`config.mk`:
```
export PLATFORM = sky130hd
export DESIGN_NAME = change_dispenser
export DESIGN_NICKNAME = d
export VERILOG_FILES = /design/src/rtl/change_dispenser_pkg.sv /design/src/rtl/change_dispenser_coin_counter.sv /design/src/rtl/change_dispenser.sv
export SDC_FILE = /design/constraint.sdc
export NUM_CORES = 1
export LEC_CHECK = 0
export BUFFER_PORTS_ARGS = -buffer_cell sky130_fd_sc_hd__buf_2
export CORE_ASPECT_RATIO = 0.7
export CORE_UTILIZATION = 30
export CTS_CLUSTER_DIAMETER = 100
export DETAILED_ROUTE_END_ITERATION = 8
export PLACE_DENSITY = 0.43
export SETUP_SLACK_MARGIN = 0.05
export SLEW_MARGIN = 20
export SYNTH_ARGS = -nofsm -noshare
export SYNTH_HDL_FRONTEND = slang
export SYNTH_SLANG_ARGS = --single-unit
```
`constraint.sdc`:
```
create_clock -name CLK -period 2.65 [get_ports CLK]
set_clock_uncertainty 0.2 [all_clocks]
set_input_delay 0.265 -clock CLK [delete_from_list [all_inputs] [get_ports CLK]]
set_output_delay 0.265 -clock CLK [all_outputs]
set_load 0.03 [all_outputs]
```
`src/rtl/change_dispenser_pkg.sv`:
```
// Shared vending definitions: denomination codes, hopper strobe mapping and
// dispenser FSM state encodings.
package change_dispenser_pkg;

    localparam int NUM_COINS = 4;

    localparam logic [1:0] COIN_50   = 2'd0;
    localparam logic [1:0] COIN_100  = 2'd1;
    localparam logic [1:0] COIN_500  = 2'd2;
    localparam logic [1:0] COIN_1000 = 2'd3;

    localparam logic [2:0] ST_IDLE  = 3'd0;
    localparam logic [2:0] ST_FIRE  = 3'd1;
    localparam logic [2:0] ST_WAIT  = 3'd2;
    localparam logic [2:0] ST_GAP   = 3'd3;
    localparam logic [2:0] ST_FAULT = 3'd4;

    typedef logic [3:0] pend_cnt_t;

    // Motor bit n drives the hopper for denomination code n.
    function automatic logic [3:0] motor_bit(input logic [1:0] code);
        return 4'b0001 << code;
    endfunction

    // Largest denomination with pending work wins.
    function automatic logic [1:0] pick_coin(input logic [3:0] nz);
        if (nz[3])      return COIN_1000;
        else if (nz[2]) return COIN_500;
        else if (nz[1]) return COIN_100;
        else            return COIN_50;
    endfunction

endpackage

```
`src/rtl/change_dispenser_coin_counter.sv`:
```
// Pending-coin counter for one denomination: 4-bit saturating up/down with
// synchronous clear. Simultaneous inc and dec cancel out.
module coin_counter
    import change_dispenser_pkg::*;
(
    input  logic      i_clk,
    input  logic      i_rst,
    input  logic      i_clr,
    input  logic      i_inc,
    input  logic      i_dec,
    output pend_cnt_t o_count,
    output logic      o_sat
);

    pend_cnt_t r_count;
    logic      w_sat;

    assign w_sat   = (r_count == 4'd15);
    assign o_sat   = w_sat;
    assign o_count = r_count;

    always_ff @(posedge i_clk) begin
        if (i_rst || i_clr) begin
            r_count <= '0;
        end else if (i_inc && !i_dec) begin
            if (!w_sat) r_count <= r_count + 4'd1;
        end else if (i_dec && !i_inc) begin
            if (r_count != 4'd0) r_count <= r_count - 4'd1;
        end
    end

endmodule

```
`src/rtl/change_dispenser.sv`:
```
// Coin change dispenser: queues change requests per denomination and pays them
// out one coin at a time, largest first, with strobe/sense/timeout sequencing.
module change_dispenser
    import change_dispenser_pkg::*;
#(
    parameter int PULSE_CYCLES   = 4,
    parameter int TIMEOUT_CYCLES = 255,
    parameter int GAP_CYCLES     = 2
) (
    input  logic       CLK,
    input  logic       RST,
    input  logic       DROP50,
    input  logic       DROP100,
    input  logic       DROP500,
    input  logic       DROP1000,
    input  logic       Sense,
    input  logic       ClearFault,
    output logic [3:0] Motor,
    output logic [1:0] CoinOut,
    output logic       CoinDone,
    output logic       Busy,
    output logic       Fault,
    output logic       Overflow,
    output logic [2:0] o_dbg_state
);

    localparam int MAX_PG = (PULSE_CYCLES > GAP_CYCLES) ? PULSE_CYCLES : GAP_CYCLES;
    localparam int MAX_T  = (MAX_PG > TIMEOUT_CYCLES) ? MAX_PG : TIMEOUT_CYCLES;
    localparam int TW     = (MAX_T < 2) ? 1 : $clog2(MAX_T + 1);

    logic [2:0]    r_state;
    logic [TW-1:0] r_timer;
    logic [1:0]    r_sel;
    logic [1:0]    r_coin_out;
    logic          r_overflow;

    logic [2:0]    w_state_nxt;
    logic [TW-1:0] w_timer_nxt;
    logic [1:0]    w_sel_nxt;

    logic [3:0]    w_drop;
    logic [3:0]    w_dec;
    logic [3:0]    w_sat;
    logic [3:0]    w_nz;
    pend_cnt_t     w_cnt [NUM_COINS];
    logic          w_confirm;
    logic          w_clr;
    logic          w_lost;

    assign w_drop    = {DROP1000, DROP500, DROP100, DROP50};
    assign w_confirm = (r_state == ST_WAIT) && Sense;
    assign w_dec     = w_confirm ? motor_bit(r_sel) : 4'b0000;
    assign w_clr     = (r_state == ST_FAULT) && ClearFault;
    // A request is lost only when it cannot be absorbed; a same-cycle
    // confirmed coin of that denomination frees the slot.
    assign w_lost    = |(w_drop & w_sat & ~w_dec);

    for (genvar gi = 0; gi < NUM_COINS; gi++) begin : g_cnt
        coin_counter u_cnt (
            .i_clk   (CLK),
            .i_rst   (RST),
            .i_clr   (w_clr),
            .i_inc   (w_drop[gi]),
            .i_dec   (w_dec[gi]),
            .o_count (w_cnt[gi]),
            .o_sat   (w_sat[gi])
        );
        assign w_nz[gi] = |w_cnt[gi];
    end

    always_comb begin
        w_state_nxt = r_state;
        w_timer_nxt = r_timer;
        w_sel_nxt   = r_sel;
        case (r_state)
            ST_IDLE: begin
                if (|w_nz) begin
                    w_sel_nxt   = pick_coin(w_nz);
                    w_state_nxt = ST_FIRE;
                    w_timer_nxt = '0;
                end
            end
            ST_FIRE: begin
                if (r_timer == TW'(PULSE_CYCLES - 1)) begin
                    w_state_nxt = ST_WAIT;
                    w_timer_nxt = '0;
                end else begin
                    w_timer_nxt = r_timer + 1'b1;
                end
            end
            ST_WAIT: begin
                if (Sense) begin
                    w_state_nxt = ST_GAP;
                    w_timer_nxt = '0;
                end else if (r_timer == TW'(TIMEOUT_CYCLES - 1)) begin
                    w_state_nxt = ST_FAULT;
                    w_timer_nxt = '0;
                end else begin
                    w_timer_nxt = r_timer + 1'b1;
                end
            end
            ST_GAP: begin
                if (r_timer == TW'(GAP_CYCLES - 1)) begin
                    w_state_nxt = ST_IDLE;
                    w_timer_nxt = '0;
                end else begin
                    w_timer_nxt = r_timer + 1'b1;
                end
            end
            ST_FAULT: begin
                if (ClearFault) w_state_nxt = ST_IDLE;
            end
            default: begin
                w_state_nxt = ST_IDLE;
                w_timer_nxt = '0;
            end
        endcase
    end

    always_ff @(posedge CLK) begin
        if (RST) begin
            r_state    <= ST_IDLE;
            r_timer    <= '0;
            r_sel      <= COIN_50;
            r_coin_out <= COIN_50;
            r_overflow <= 1'b0;
        end else begin
            r_state    <= w_state_nxt;
            r_timer    <= w_timer_nxt;
            r_sel      <= w_sel_nxt;
            if (w_confirm) r_coin_out <= r_sel;
            r_overflow <= (r_overflow & ~ClearFault) | w_lost;
        end
    end

    // CoinDone is a valid-only strobe with no ready: the vending control unit
    // must take CoinOut in the cycle CoinDone is high.
    assign Motor       = (r_state == ST_FIRE) ? motor_bit(r_sel) : 4'b0000;
    assign CoinDone    = w_confirm;
    assign CoinOut     = w_confirm ? r_sel : r_coin_out;
    assign Fault       = (r_state == ST_FAULT);
    assign Busy        = (r_state != ST_IDLE) || (|w_nz);
    assign Overflow    = r_overflow;
    assign o_dbg_state = r_state;

endmodule

```
==> results of run 1 <==
cell usage after synthesis (3+ instances only):
| master | number |
|---|---|
| nor4_1 | 4 |
| dfxtp_1 | 32 |
| o21ai_0 | 9 |
| nand4_1 | 4 |
| or4_1 | 3 |
| a21oi_1 | 8 |
| nor3_1 | 3 |
| inv_1 | 6 |
| and3_1 | 3 |
| xor2_1 | 3 |
| nand2_1 | 14 |
| xnor2_1 | 12 |
| fa_1 | 3 |
| ha_1 | 11 |
| or4_4 | 3 |
| nor2_1 | 29 |
| a31o_2 | 3 |
| a211oi_1 | 4 |
| nand2b_1 | 5 |
| nand3_1 | 3 |
| a31oi_1 | 7 |
| clkbuf_1 | 4 |
| o211ai_1 | 3 |
| mux2i_1 | 8 |
| a21o_1 | 4 |
| nor2b_1 | 4 |
cells by family after synthesis:
group	after synthesis
multiplexers	10
AO/OA/AOI/OAI	55
XOR/XNOR	15
buffers and inverters	13
flip-flops	32
AND/OR/NAND/NOR	90
adder cells (fa/ha/maj)	14
layout make-up:
cell class              instances  area share
clock inverters                 1    0.002077
inverters                       6    0.009346
multi-input cells             184      0.5530
repair buffers                 34     0.08775
clock buffers                   6     0.03011
well taps                      91     0.04725
flip-flops and latches         32      0.2705
final timing paths:
kind              cells after the start                         to
hold / removal                        2             o_dbg_state[2]
setup reg to reg                      8  g_cnt[1].u_cnt.o_count[3]
setup / recovery                      4                       Busy
hold reg to reg                       1                 r_timer[5]
where the power goes:
group	switching, mW	internal (mW)	total (mW)
logic	0.534	0.421	0.956
registers	0.130	0.583	0.712
clock network	0.177	0.178	0.356
total	0.841	1.18	2.02
worst max-delay path, cell delays in order (launching register included):
cell and delay, ns:
dfxtp_4 0.34, or4_4 0.55, or4_4 0.54, or2_4 0.27
buf_6 0.14
flip-flops by register name, summed over array words and instances (netlist names):
signal	cells
r_timer	8
r_sel	2
g_cnt.u_cnt.o_count	16
Overflow	1
r_coin_out	2
o_dbg_state	3
metrics by stage:
stage / instance area (µm²) / std cells / setup WS [ns]
2_1_floorplan: 2024 / 229 / 0.07690
3_3_place_gp: 2277 / 343 / 0.1704
3_5_place_dp: 2277 / 343 / 0.2058
4_1_cts: 2405 / 354 / 0.04374
5_1_grt: 2410 / 354 / 0.01272
6_report: 2410 / 354 / 0.07032
what timing repair did:
action,4_1_cts,5_1_grt
setup buffers,4,0
pin swaps,3,0
resized for setup,9,3
setup endpoints to repair,1,2
metal layers:
metal / vias to the layer above / wire (µm) / global-route usage
met5: - / 0 / 0
met4: 0 / 51 / 0.05153
met3: 7 / 199 / 0.03854
met2: 27 / 1944 / 0.2115
met1: 826 / 2760 / 0.2323
li1: 923 / - / -
==> impl_metrics.env, run 1 <==
export IMPL_status="complete, no violations"
export IMPL_io_pins=21
export IMPL_syn_avg_cell_area_um2=8.813
export IMPL_power_leakage_nw=1.006
export IMPL_power_mw=2.024
export IMPL_io_buffers=20
export IMPL_gp_congestion=0.7568
export IMPL_wl_per_cell_um=14.00
export IMPL_clkTransAtPathRegs_ns=0.07
export IMPL_crit_arrival_ns=2.11
export IMPL_via_per_inst=5.037
export IMPL_layout_commonest_cell="nor2_1"
export IMPL_cts_htree_levels=2
export IMPL_core_rowCount=24
export IMPL_synthArstFlopShare=0
export IMPL_max_cap_viol_count=0
export IMPL_startpoint="g_cnt[3].u_cnt.o_count[0]"
export IMPL_dp_hpwl_um=3755
export IMPL_final_core_util=0.3785
export IMPL_finalHoldViolCount=0
export IMPL_clk_latency_ns=0.28
export IMPL_critPathLaunchType="flop"
export IMPL_synthSimpleGateAreaFrac=0.2467
export IMPL_drtIter0Drc=66
export IMPL_p_per_area_nw_per_um2=839.8
export IMPL_ff_latch_area_um2=651.9
export IMPL_cts_tree="yes"
export IMPL_die_h_um=70.62
export IMPL_synth_nets=251
export IMPL_finalSetupViolCount=0
export IMPL_vias=1783
export IMPL_vdd_drop_max_uv=231.1
export IMPL_end_kind="primary output"
export IMPL_fmax_mhz=387.6
export IMPL_ys_warn_count=0
export IMPL_start_util=0.3170
export IMPL_synth_seq_cells=32
export IMPL_synth_fa_ha_area_frac=0.09795
export IMPL_drt_pass1_iterations=4
export IMPL_fill_cells=663
export IMPL_grt_max_degree=17
export IMPL_grt_pass1_vias=1694
export IMPL_synth_top_cell_by_area="dfxtp_1"
export IMPL_dieArea_um2=7064
export IMPL_drtAntennaViolNets=0
export IMPL_wl_um=4955
export IMPL_synthTopCellsByArea="dfxtp_1 (32%), ha_1 (6.8%), nor2_1 (5.4%), xnor2_1 (5.2%), mux2i_1 (4.0%)"
export IMPL_r2r_start="r_sel[1]"
export IMPL_nets=285
export IMPL_area_growth_synth_to_final_pct=19.40
export IMPL_fin_setup_tns_ns=0
export IMPL_synth_top_area_frac=0.3174
export IMPL_synth_top_family_by_area="simple AND/OR/NAND/NOR gates"
export IMPL_finalCritPeriodShare=0.9735
export IMPL_drc=0
export IMPL_numCtsBuffers=5
export IMPL_synth_cell_type_count=56
export IMPL_ctsHoldBuffers=0
export IMPL_hp_class="in -> reg"
export IMPL_worstPathRequired_ns=2.18
export IMPL_die_w_um=100.0
export IMPL_whs_ns=0.1539
export IMPL_grt_antenna_before_repair=0
export IMPL_netlist_instances=229
export IMPL_tightestPinTransition_ns=0.5675
export IMPL_root_buffer="clkbuf_8"
export IMPL_slew_headroom=0.6217
export IMPL_synth_mux_area_frac=0.05084
export IMPL_drv_slew=0
export IMPL_numClockSinks=32
export IMPL_hold_start="RST"
export IMPL_overflow=0
export IMPL_multi_input_area_um2=1333
export IMPL_fin_crit_ns=2.580
export IMPL_synth_area_um2=2018
export IMPL_mostFrequentLayoutCells="nor2_1 (29), dfxtp_1 (27), buf_2 (19)"
export IMPL_crit_fanout=3
export IMPL_track_usage=0.1544
export IMPL_clockBufferDepth=2
export IMPL_final_layout_size_suffix_gt1_frac=0.2471
export IMPL_rsz0062_at_grt="true"
export IMPL_synth_compound_area_share=0.1928
export IMPL_regToRegSetupSlack_ns=0.21
export IMPL_synth_xor_area_frac=0.06510
export IMPL_core_area_um2=6366
export IMPL_ys_flop_type="dfxtp_1"
export IMPL_seq_area_frac_synth=0.3174
export IMPL_synth_edf_count=0
export IMPL_n_antenna_cell=0
export IMPL_critical_path_class="reg -> out"
export IMPL_grt_pass1_wl_um=8569
(Power assumes the default switching activity.)
==> run 2: changes to the inputs <==
--- a/config.mk
+++ b/config.mk
@@ -15,4 +15,5 @@
 export SLEW_MARGIN = 20
 export SYNTH_ARGS = -nofsm -noshare
 export SYNTH_HDL_FRONTEND = slang
+export SYNTH_HIERARCHICAL = 1
 export SYNTH_SLANG_ARGS = --single-unit
==> run 2 against run 1 <==
Via count rose by 15%. Die area grew 16%. Synthesized cell count is 13% higher. Worst setup slack improved by 0.052 ns. Sequential share of layout area shrank 6.2 points. Critical path type is now reg -> reg. Largest cell class unchanged.
==> impl_metrics.env, run 2 <==
export IMPL_io_buffers=20
export IMPL_mostFrequentLayoutCells="dfxtp_1 (29), buf_4 (26), buf_2 (20)"
export IMPL_slew_headroom=0.6301
export IMPL_dieArea_um2=8200
export IMPL_synthTopCellsByArea="dfxtp_1 (27%), ha_1 (8.0%), a21oi_1 (3.8%), a211oi_4 (3.4%), fa_1 (3.4%)"
export IMPL_endpoint="g_cnt[1].u_cnt/o_count[3]"
export IMPL_drtAntennaViolNets=0
export IMPL_die_h_um=76.07
export IMPL_core_rowCount=26
export IMPL_ys_flop_type="dfxtp_1"
export IMPL_r2r_cells=12
export IMPL_synth_cell_type_count=58
export IMPL_critPathLaunchType="flop"
export IMPL_final_core_util=0.4174
export IMPL_crit_fanout=5
export IMPL_cts_htree_levels=2
export IMPL_synth_nets=285
export IMPL_wl_per_cell_um=14.62
export IMPL_finalHoldViolCount=0
export IMPL_netlist_instances=258
export IMPL_numCtsBuffers=5
export IMPL_wl_um=5905
export IMPL_end_kind="flop"
export IMPL_crit_arrival_ns=2.54
export IMPL_root_buffer="clkbuf_8"
export IMPL_ys_warn_count=6
export IMPL_io_pins=21
export IMPL_fin_crit_ns=2.528
export IMPL_ys_top_cells_by_count="dfxtp_1 (32), a21oi_1 (18), inv_1 (18), nand2_1 (18), nor2_1 (16)"
export IMPL_p_per_area_nw_per_um2=806.5
export IMPL_drt_pass1_iterations=4
export IMPL_design_area_um2=3109
export IMPL_grt_pass1_wl_um=9811
export IMPL_whs_ns=0.1266
export IMPL_finalSetupViolCount=0
export IMPL_max_cap_viol_count=0
export IMPL_r2r_start="o_dbg_state[0]"
export IMPL_worstPathRequired_ns=2.67
export IMPL_clk_latency_ns=0.30
export IMPL_synth_top_cell_by_area="dfxtp_1"
export IMPL_layout_commonest_cell="dfxtp_1"
export IMPL_clockBufferDepth=2
export IMPL_tightestPinTransition_ns=0.5471
export IMPL_drc=0
export IMPL_synth_top_area_frac=0.2725
export IMPL_dp_hpwl_um=4605
export IMPL_via_per_inst=5.062
export IMPL_core_area_um2=7450
export IMPL_track_usage=0.1540
export IMPL_grt_max_degree=16
export IMPL_rsz0062_at_grt="true"
export IMPL_synthArstFlopShare=0
export IMPL_synth_area_um2=2351
export IMPL_critical_path_class="reg -> reg"
export IMPL_grt_pass1_vias=1911
export IMPL_syn_avg_cell_area_um2=9.112
export IMPL_hp_class="in -> reg"
export IMPL_startpoint="o_dbg_state[0]"
export IMPL_synth_most_common_cell="dfxtp_1"
export IMPL_rr_endpoint="g_cnt[1].u_cnt/o_count[3]"
export IMPL_gp_congestion=0.7494
export IMPL_status="complete, no violations"
export IMPL_vdd_drop_max_uv=323.8
export IMPL_nets=332
export IMPL_synth_edf_count=0
export IMPL_final_layout_size_suffix_gt1_frac=0.4314
export IMPL_vias=2045
export IMPL_drtIter0Drc=64
export IMPL_area_growth_synth_to_final_pct=32.25
export IMPL_clkTransAtPathRegs_ns=0.07
export IMPL_power_leakage_nw=1.217
export IMPL_numClockSinks=32
export IMPL_synth_seq_cells=32
export IMPL_placement_cell_area_um2=2815
export IMPL_die_w_um=107.8
export IMPL_seq_area_frac_synth=0.2725
export IMPL_regToRegSetupSlack_ns=0.12
export IMPL_fin_setup_tns_ns=0
export IMPL_cts_tree="yes"
export IMPL_start_util=0.3156
export IMPL_drv_slew=0
export IMPL_power_mw=2.508
export IMPL_finalCritPeriodShare=0.9539
export IMPL_grt_antenna_before_repair=0
export IMPL_overflow=0
export IMPL_largest_register_ffs=16
export IMPL_n_antenna_cell=0
export IMPL_fmax_mhz=395.6
-- run 2: cell count changes after synthesis, sizes merged, moves of 5 or more --
cell	previous run	this run
o21ai	10	2
nor3b	1	6
nor2	29	16
nor3	3	10
nand3	3	9
nor4	4	13
a21oi	10	18
mux2i	8	2
a211oi	4	10
inv	6	19
a21o	4	9
-- run 2: layout make-up --
class / count / area [µm²]
fill: 744 / 4340
multi-input combinational: 200 / 1838
sequential: 32 / 646.9
timing repair buffer: 47 / 315.3
tap: 98 / 122.6
inverter: 19 / 93.84
clock buffer: 6 / 82.58
clock inverter: 2 / 10.01
-- run 2: where the power goes --
| part | internal (mW) | switching [mW] |
|---|---|---|
| Sequential | 0.593 | 0.161 |
| Combinational | 0.623 | 0.730 |
| Clock | 0.207 | 0.194 |
-- run 2: how the worst min path moves through the flow --
| stage | depth (start not counted) | from | end | slack (ns) |
|---|---|---|---|---|
| after floorplan | 1 | RST | g_cnt[2].u_cnt/o_count[3] | 0.13 |
| after global placement | 2 | r_coin_out[0] | r_coin_out[0] | 0.25 |
| after detailed placement | 2 | r_coin_out[0] | r_coin_out[0] | 0.28 |
| after CTS | 4 | Sense | o_dbg_state[2] | 0.11 |
| after global routing | 4 | Sense | o_dbg_state[2] | 0.14 |
| final | 4 | Sense | o_dbg_state[2] | 0.13 |
-- run 2: logic make-up after synthesis --
family,count (synthesis),synth area share
XOR/XNOR,9,0.03353
flip-flops,32,0.2725
adder cells (fa/ha/maj),19,0.1139
AO/OA/AOI/OAI,66,0.2443
multiplexers,2,0.008516
AND/OR/NAND/NOR,104,0.2714
buffers and inverters,26,0.05588
-- run 2: critical path: stages (launching register included) --
cell	delay, ns
dfxtp_4	0.35
nor2b_4	0.13
nand3_4	0.16
nor3b_4	0.28
inv_2	0.07
ha_4	0.18
inv_4	0.07
ha_4	0.19
a21o_4	0.20
a21oi_4	0.13
xnor2_2	0.09
a21o_2	0.20
a211oi_2	0.19
-- run 2: routing by layer --
layer / vias to the layer above / part of all wire / track usage
met3: 8 / 0.036 / 0.03935
met1: 950 / 0.58 / 0.2446
met5: - / 0 / 0
met4: 0 / 0.012 / 0.04932
met2: 28 / 0.37 / 0.1929
li1: 1059 / - / -
-- run 2: what timing repair did --
item,in CTS,in global routing
endpoints found under the hold margin,0,0
setup endpoints to repair,1,5
hold buffers,0,0
buffers inserted,0,10
pin swaps,0,18
resized for setup,1,18
-- run 2: stage by stage --
stage / setup WS (ns) / cells
after floorplan: 0.04512 / 258
after global placement: 0.01369 / 386
after detailed placement: 0.01339 / 386
after CTS: 0.05186 / 394
after global routing: -0.01543 / 404
final: 0.1222 / 404
==> run 3: changes to the inputs <==
--- a/config.mk
+++ b/config.mk
@@ -5,10 +5,9 @@
 export SDC_FILE = /design/constraint.sdc
 export NUM_CORES = 1
 export LEC_CHECK = 0
-export BUFFER_PORTS_ARGS = -buffer_cell sky130_fd_sc_hd__buf_2
+export BUFFER_PORTS_ARGS = -buffer_cell sky130_fd_sc_hd__buf_4
 export CORE_ASPECT_RATIO = 0.7
 export CORE_UTILIZATION = 30
-export CTS_CLUSTER_DIAMETER = 100
 export DETAILED_ROUTE_END_ITERATION = 8
 export PLACE_DENSITY = 0.43
 export SETUP_SLACK_MARGIN = 0.05
==> run 3 against run 2 <==
Clock power fell by 2%. Worst setup slack lost 0.010 ns. Largest cell class unchanged. Count of clock-buffer cells in the layout up 2. Power grew 1.5%. Cell area up 1.4%. Flip-flop and latch count unchanged. Largest power group unchanged. Register-to-register slack is essentially flat.
==> impl_metrics.env, run 3 (synthesis results as in run 2) <==
export IMPL_status="complete, no violations"
export IMPL_crit_fanout=5
export IMPL_rr_endpoint="g_cnt[1].u_cnt/o_count[3]"
export IMPL_gp_congestion=0.7487
export IMPL_vdd_drop_max_uv=365.3
export IMPL_finalSetupViolCount=0
export IMPL_n_antenna_cell=0
export IMPL_drtAntennaViolNets=0
export IMPL_finalHoldViolCount=0
export IMPL_drt_pass1_iterations=4
export IMPL_layout_commonest_cell="buf_4"
export IMPL_drtIter0Drc=84
export IMPL_fin_crit_ns=2.538
export IMPL_area_growth_synth_to_final_pct=34.11
export IMPL_vias=2071
export IMPL_slew_headroom=0.6265
export IMPL_drc=0
export IMPL_r2r_start="o_dbg_state[0]"
export IMPL_io_buffers=20
export IMPL_dieArea_um2=8200
export IMPL_rsz0062_at_grt="true"
export IMPL_cts_htree_levels=2
export IMPL_clk_latency_ns=0.28
export IMPL_io_pins=21
export IMPL_numCtsBuffers=5
export IMPL_grt_pass1_vias=1857
export IMPL_critical_path_class="reg -> reg"
export IMPL_fin_setup_tns_ns=0
export IMPL_whs_path_depth=4
export IMPL_numClockSinks=32
export IMPL_hp_class="in -> reg"
export IMPL_finalCritPeriodShare=0.9578
export IMPL_crit_family="compound AO/OA/AOI/OAI gates"
export IMPL_max_cap_viol_count=0
export IMPL_mostFrequentLayoutCells="buf_4 (45), dfxtp_1 (29), nand2_1 (17)"
export IMPL_fmax_mhz=394.0
export IMPL_critPathLaunchType="flop"
export IMPL_grt_antenna_before_repair=0
export IMPL_overflow=0
export IMPL_regToRegSetupSlack_ns=0.11
export IMPL_drv_slew=0
export IMPL_die_w_um=107.8
export IMPL_via_per_inst=5.139
export IMPL_wl_um=5976
export IMPL_wl_per_cell_um=14.83
export IMPL_final_layout_size_suffix_gt1_frac=0.4164
export IMPL_clkTransAtPathRegs_ns=0.07
export IMPL_p_per_area_nw_per_um2=807.3
export IMPL_whs_endpoint="o_dbg_state[2]"
export IMPL_critPathMaxStageDelay_ns=0.35
export IMPL_cts_tree="yes"
export IMPL_dp_hpwl_um=4344
export IMPL_power_leakage_nw=1.211
export IMPL_die_h_um=76.07
export IMPL_end_kind="flop"
export IMPL_largest_register_ffs=16
export IMPL_worstPathRequired_ns=2.65
export IMPL_crit_buf_inv=2
export IMPL_core_area_um2=7450
export IMPL_worst_path_most_repeated_cell="ha_4"
export IMPL_slowest_stage="dfxtp_4"
export IMPL_tightestPinTransition_ns=0.5560
export IMPL_grt_max_degree=29
export IMPL_clockBufferDepth=2
export IMPL_core_rowCount=26
export IMPL_crit_arrival_ns=2.54
export IMPL_r2r_cells=12
export IMPL_whs_ns=0.1101
export IMPL_hold_start="Sense"
export IMPL_nets=331
export IMPL_start_util=0.3156
export IMPL_cp_cell_sequence="nor2b_4 > nand3_4 > nor3b_4 > inv_2 > ha_4 > inv_4 > ha_4 > a21o_4 > a21oi_4 > xnor2_2 > a21o_2 > a211oi_2"
export IMPL_track_usage=0.1524
export IMPL_grt_pass1_wl_um=9715
export IMPL_fill_cells=749
export IMPL_root_buffer="clkbuf_8"
[run 3: metal layers]
metal | global-route usage | wire [µm]
met3 | 0.03764 | 244
met5 | 0 | 0
met4 | 0.03699 | 44
met2 | 0.1917 | 2274
met1 | 0.2470 | 3412
[run 3: cell type report]
class / instances / area [µm²] / area share
Tap cell: 98 / 122.6 / 0.03889
Clock buffer: 8 / 90.09 / 0.02857
Inverter: 19 / 93.84 / 0.02976
Timing Repair Buffer: 46 / 357.8 / 0.1135
Multi-Input combinational cell: 200 / 1842 / 0.5841
Sequential cell: 32 / 646.9 / 0.2052
[run 3: how the worst max path moves through the flow]
| stage | start | to | slack, ns | depth (start not counted) |
|---|---|---|---|---|
| CTS | o_dbg_state[0] | g_cnt[1].u_cnt/o_count[3] | 0.05 | 12 |
| detailed placement | Sense | g_cnt[1].u_cnt/o_count[3] | -0.02 | 13 |
| finish | o_dbg_state[0] | g_cnt[1].u_cnt/o_count[3] | 0.11 | 12 |
| global placement | Sense | g_cnt[0].u_cnt/o_count[3] | 0.04 | 13 |
| global route | o_dbg_state[0] | g_cnt[1].u_cnt/o_count[3] | -0.01 | 12 |
| floorplan | o_dbg_state[0] | g_cnt[2].u_cnt/o_count[3] | 0.05 | 15 |
[run 3: where the power goes]
| part | switching, mW | internal, mW |
|---|---|---|
| registers | 0.171 | 0.593 |
| clock network | 0.182 | 0.212 |
| logic | 0.731 | 0.657 |
[run 3: what timing repair did]
item                                   4_1_cts  5_1_grt
pin swaps                                    0       22
hold buffers                                 0        0
buffers inserted                             0       12
setup endpoints to repair                    2        5
resized for setup                            2       20
endpoints found under the hold margin        0        0
[run 3: worst min-delay path, cell delays in order]
cell and delay, ns:
buf_4 0.08, nor4b_1 0.06, nand2_1 0.07, o22ai_1 0.06
[run 3: through the flow]
stage | util | total power, mW | std cells | cell area, µm² | setup WS, ns
final | 0.4232 | 2.545 | 403 | 3153 | 0.1118
after global routing | 0.4232 | 2.764 | 403 | 3153 | -0.01279
after CTS | 0.3970 | 2.456 | 391 | 2958 | 0.05057
after detailed placement | 0.3833 | 2.038 | 383 | 2855 | -0.01936
after global placement | 0.3833 | 2.043 | 383 | 2855 | 0.04154
after floorplan | - | 1.712 | 258 | 2525 | 0.04512
